### config.mk
export PLATFORM = sky130hd
export DESIGN_NAME = mem_ctrl
export DESIGN_NICKNAME = d
export VERILOG_FILES = /design/src/rtl/mem_ctrl.sv
export SDC_FILE = /design/constraint.sdc
export NUM_CORES = 1
export LEC_CHECK = 0
export BUFFER_PORTS_ARGS = -buffer_cell sky130_fd_sc_hd__buf_4
export CORE_ASPECT_RATIO = 1.5
export CORE_MARGIN = 2
export CORE_UTILIZATION = 50
export DETAILED_ROUTE_END_ITERATION = 10
export HOLD_SLACK_MARGIN = 0.1
export PLACE_DENSITY = 0.74
export SLEW_MARGIN = 20
export SYNTH_ARGS = -nofsm -noshare
export SYNTH_HDL_FRONTEND = slang
export SYNTH_SLANG_ARGS = --single-unit
### constraint.sdc
create_clock -name clk -period 5.4 [get_ports clk]
set_input_delay 0.54 -clock clk [delete_from_list [all_inputs] [get_ports clk]]
set_output_delay 0.54 -clock clk [all_outputs]
set_load 0.005 [all_outputs]
### src/rtl/mem_ctrl.sv
// mem_ctrl: shares one byte-wide RAM port between fetch and data access.
// Serializes 32-bit accesses into byte transfers and drives the pipeline lock.
module mem_ctrl (
    input  logic        clk,
    input  logic        rst,
    input  logic        if_req,
    input  logic [31:0] if_addr,
    output logic [31:0] if_data,
    output logic        if_done,
    input  logic        mem_req,
    input  logic        mem_we,
    input  logic [31:0] mem_addr,
    input  logic [1:0]  mem_size,
    input  logic [31:0] mem_wdata,
    output logic [31:0] mem_rdata,
    output logic        mem_done,
    output logic [31:0] ram_addr,
    output logic        ram_wr,
    output logic [7:0]  ram_dout,
    input  logic [7:0]  ram_din,
    output logic [4:0]  lock
);

    typedef enum logic [1:0] {
        S_IDLE,
        S_FETCH,
        S_LOAD,
        S_STORE
    } state_t;

    state_t      state_q;
    logic [2:0]  cnt_q;
    logic [2:0]  n_q;
    logic [31:0] wdata_q;
    logic [31:0] acc_q;
    logic [31:0] if_data_q;
    logic [31:0] mem_rdata_q;
    logic [31:0] ram_addr_q;
    logic        ram_wr_q;
    logic [7:0]  ram_dout_q;

    logic [2:0]  cnt_d;
    logic [1:0]  rd_idx;
    logic [1:0]  wr_idx_d;
    logic [31:0] rd_word_d;
    logic        rd_last;
    logic        wr_last;
    logic        any_done;

    // Byte count of an access from its size code.
    function automatic logic [2:0] size_to_n(input logic [1:0] size);
        logic [2:0] n;
        unique case (size)
            2'd0:    n = 3'd1;
            2'd1:    n = 3'd2;
            default: n = 3'd4;
        endcase
        return n;
    endfunction

    // Read assembly: the byte arriving now lands in lane cnt-1.
    always_comb begin
        cnt_d     = cnt_q + 3'd1;
        rd_idx    = 2'(cnt_q - 3'd1);
        wr_idx_d  = cnt_d[1:0];
        rd_word_d = acc_q;
        rd_word_d[{rd_idx, 3'b000} +: 8] = ram_din;
        rd_last   = (state_q == S_FETCH || state_q == S_LOAD)
                    && cnt_q == n_q;
        wr_last   = (state_q == S_STORE) && cnt_q == (n_q - 3'd1);
        any_done  = rd_last || wr_last;
    end

    // Done pulses, result mux and pipeline lock.
    always_comb begin
        if_done   = (state_q == S_FETCH) && rd_last;
        mem_done  = ((state_q == S_LOAD) && rd_last) || wr_last;
        if_data   = if_done ? rd_word_d : if_data_q;
        mem_rdata = (state_q == S_LOAD && rd_last) ? rd_word_d
                                                   : mem_rdata_q;
        lock      = 5'b00000;
        if (rst) begin
            lock = 5'b00000;
        end else if (state_q != S_IDLE) begin
            lock = any_done ? 5'b00000 : 5'b11111;
        end else if (if_req || mem_req) begin
            lock = 5'b11111;
        end
    end

    assign ram_addr = ram_addr_q;
    assign ram_wr   = ram_wr_q;
    assign ram_dout = ram_dout_q;

    // Access sequencer: arbitration, byte stepping and result capture.
    always_ff @(posedge clk) begin
        if (rst) begin
            state_q     <= S_IDLE;
            cnt_q       <= 3'd0;
            n_q         <= 3'd4;
            wdata_q     <= 32'd0;
            acc_q       <= 32'd0;
            if_data_q   <= 32'd0;
            mem_rdata_q <= 32'd0;
            ram_addr_q  <= 32'd0;
            ram_wr_q    <= 1'b0;
            ram_dout_q  <= 8'd0;
        end else begin
            unique case (state_q)
                S_IDLE: begin
                    cnt_q <= 3'd0;
                    acc_q <= 32'd0;
                    if (mem_req) begin
                        ram_addr_q <= mem_addr;
                        n_q        <= size_to_n(mem_size);
                        wdata_q    <= mem_wdata;
                        if (mem_we) begin
                            state_q    <= S_STORE;
                            ram_wr_q   <= 1'b1;
                            ram_dout_q <= mem_wdata[7:0];
                        end else begin
                            state_q <= S_LOAD;
                        end
                    end else if (if_req) begin
                        state_q    <= S_FETCH;
                        ram_addr_q <= if_addr;
                        n_q        <= 3'd4;
                    end
                end
                S_FETCH, S_LOAD: begin
                    if (cnt_q != 3'd0) begin
                        acc_q <= rd_word_d;
                    end
                    if (rd_last) begin
                        state_q <= S_IDLE;
                        cnt_q   <= 3'd0;
                        if (state_q == S_FETCH) begin
                            if_data_q <= rd_word_d;
                        end else begin
                            mem_rdata_q <= rd_word_d;
                        end
                    end else begin
                        cnt_q <= cnt_d;
                        if (cnt_d < n_q) begin
                            ram_addr_q <= ram_addr_q + 32'd1;
                        end
                    end
                end
                S_STORE: begin
                    if (wr_last) begin
                        state_q  <= S_IDLE;
                        cnt_q    <= 3'd0;
                        ram_wr_q <= 1'b0;
                    end else begin
                        cnt_q      <= cnt_d;
                        ram_addr_q <= ram_addr_q + 32'd1;
                        ram_dout_q <= wdata_q[{wr_idx_d, 3'b000} +: 8];
                    end
                end
                default: begin
                    state_q  <= S_IDLE;
                    ram_wr_q <= 1'b0;
                end
            endcase
        end
    end

endmodule

==> flow_metrics.env <==
export IMPL_status="finished, violations left"
export IMPL_violations="design-rule violations"
export IMPL_min_period_over_period=0.7472
export IMPL_grt_pass1_vias=8090
export IMPL_skew_ps=8.189
export IMPL_wl_per_cell_um=16.44
export IMPL_relSlewSlack=0.3286
export IMPL_regArea_sq_mm=0.003543
export IMPL_cts_clk_slew_worst_paths_ps=70
export IMPL_multi_input_area_sq_mm=0.004972
export IMPL_fmax_mhz=247.8
export IMPL_synth_async_reset_ratio=0
export IMPL_grt_usage=0.2602
export IMPL_p_per_area_mw_per_mm2=437.0
export IMPL_finalWirelength_mm=24.89
export IMPL_synthFlopType="dfxtp_1"
export IMPL_routed_via_count=8646
export IMPL_holdBufCountCts=0
export IMPL_syn_area_sq_mm=0.008931
export IMPL_io_pins=223
export IMPL_critPathSlowestCell="dfxtp_1"
export IMPL_coreArea_sq_mm=0.01742
export IMPL_dieArea_sq_mm=0.01897
export IMPL_p_leak_nw=4.599
export IMPL_numCtsBuffers=17
export IMPL_ys_warn_count=0
export IMPL_m1WireLength_mm=9.830
export IMPL_synth_cell_types=62
export IMPL_met3_length_mm=1.466
export IMPL_antenna_found_initial=0
export IMPL_vias_per_cell=5.711
export IMPL_path_class="reg2out"
export IMPL_slowest_delay_ps=820
export IMPL_final_cells=1514
export IMPL_worstPathCellList="inv_1, ha_1, nor4b_2, a22oi_1, o21ai_0, buf_4"
export IMPL_drt_iter0_drc=634
export IMPL_setup_viol=0
export IMPL_cts_tree="yes"
export IMPL_hold_path_class="in2reg"
export IMPL_clock_path_buffers=2
export IMPL_dp_cells=1483
export IMPL_dp_final_hpwl_mm=17.12
export IMPL_cap_violations=0
export IMPL_htree_levels=4
export IMPL_postSynthCellCount=1126
export IMPL_ys_ff_latch=177
export IMPL_synth_seq_area_share=0.3967
export IMPL_area_delta_synth_final_pct=25.86
export IMPL_syn_nets=1253
export IMPL_insertion_delay_ps=440
export IMPL_crit_path_end_kind="primary output"
export IMPL_required_ps=4860
export IMPL_worstPathMaxFanout=19
export IMPL_finalWeightedCongestion=0.8280
export IMPL_grt_pass1_wl_mm=40.23
export IMPL_grt_max_degree=83
export IMPL_synth_edf_count=0
export IMPL_peakVddDrop_uv=254.9
export IMPL_cts_sinks=177
export IMPL_fillCellCount=1603
export IMPL_worst_slack_ps=1365
export IMPL_nets=1416
export IMPL_drive_gt1_frac=0.2291
export IMPL_grt_overflow=0
export IMPL_cts_post_setup_buffers_inserted=0
export IMPL_slew_viol_final=0
export IMPL_numPortBuffers=222
export IMPL_die_x_um=113.1
export IMPL_antennaDiodeCount=0
export IMPL_dp_slack_ps=1572
export IMPL_die_height_um=167.7
export IMPL_avgSynthCellArea_sq_um=7.932
export IMPL_timing_setup_tns_ps=0
export IMPL_ant_nets=0
export IMPL_wl_met2_mm=12.73
export IMPL_dr_pass1_iters=8
export IMPL_start_util=0.5126
export IMPL_drc=7
export IMPL_top_layer_used="met4"
export IMPL_hold_viol=0
export IMPL_rsz0062_at_grt="no"
export IMPL_worst_pin_slew_ps=1004
export IMPL_worstSetupStartpointType="register"
export IMPL_timing_hold_ws_ps=344.6
export IMPL_period_needed_ps=4035
export IMPL_rows=59
export IMPL_critPathArrivalTime_ps=3490
export IMPL_cts_root_buf="clkbuf_16"
export IMPL_cts_resized=0
[where the power goes]
group	internal [mW]	switching, mW
sequential	1.51	0.224
clock	0.761	0.549
combinational	0.767	1.10
total	3.04	1.87
[critical path, delay by kind of cell, from the launching register on]
family          cells  cell delay [ps]
flops               1              820
fa+ha+maj           1              600
simple gates        1              740
compound gates      2              600
buf+inv             2              310
[sequential cells by signal (all words and copies together) (netlist names)]
name,count
acc_q,32
if_data_q,32
mem_rdata_q,32
ram_addr,32
wdata_q,32
ram_dout,8
cnt_q,3
n_q,3
state_q,2
ram_wr,1
[per-layer routing]
metal,up-vias,GRT usage
met4,0,0.1103
met3,46,0.05393
met2,298,0.4590
met1,3992,0.3028
li1,4310,-
met5,-,0
[cells in the mapped netlist, types with 6 or more instances]
cell	number	share of area
or3_1	6	0.0042
a21oi_1	112	0.063
mux4_2	8	0.020
o311ai_0	10	0.0098
a31oi_1	20	0.014
nor2_1	155	0.065
a22oi_1	9	0.0076
nand3_1	16	0.0090
buf_1	8	0.0034
dfxtp_1	177	0.40
ha_1	16	0.022
clkbuf_1	72	0.030
buf_2	6	0.0034
o21ai_1	6	0.0034
a211oi_1	47	0.040
o31ai_1	20	0.017
o21ai_0	75	0.042
mux2i_1	33	0.037
nor3_1	7	0.0039
inv_1	17	0.0071
nor2b_1	29	0.020
nand2_1	147	0.062
nand4_1	15	0.011
and2_1	35	0.025
[logic make-up after synthesis]
family                     after synthesis  synth area share
AOI/OAI and AO/OA                      334            0.2312
adders and majority gates               16           0.02242
DFF                                    177            0.3967
buffers and inverters                  109           0.04917
muxes                                   45           0.06220
xor gates and xnor gates                 5          0.008126
and+or+nand+nor                        440            0.2302
[cells in the final DEF, fill, tap and decap left out, types with 6 or more instances in the layout]
master and instances:
a211oi_1 47, a21oi_1 112, a22oi_1 9, a31oi_1 20, and2_1 35, buf_4 234
clkbuf_16 17, dfxtp_1 177, ha_1 15, inv_1 17, mux2i_1 33, mux4_2 8
nand2_1 145, nand3_1 16, nand4_1 15, nor2_1 155, nor2b_1 29, nor3_1 7
o21ai_0 75, o311ai_0 10, o31ai_1 20, or3_1 6
[final timing paths]
kind	startpoint	to	slack, ps	cells after the start
max	cnt_q[0]	if_data[28]	1370	6
min	mem_wdata[16]	wdata_q[16]	340	3
max reg2reg	cnt_q[0]	ram_addr[25]	1610	9
min reg2reg	wdata_q[6]	wdata_q[6]	450	2
[metrics by stage]
step	area, sq um	power, mW	util
finish	11240	4.913	0.6452
global route	11240	5.209	0.6452
CTS	11240	4.919	0.6451
detailed placement	10620	3.616	0.6095
global placement	10600	3.556	0.6084
floorplan	8931	2.932	-
[final cells by class]
class                           count  area share
Tap cell                          213     0.02371
Clock inverter                     12     0.01480
Inverter                           18    0.006011
Multi-Input combinational cell    840      0.4423
Clock buffer                       19     0.04029
Sequential cell                   177      0.3152
Timing Repair Buffer              235      0.1576
No activity file was read; power rests on OpenSTA's default activity.
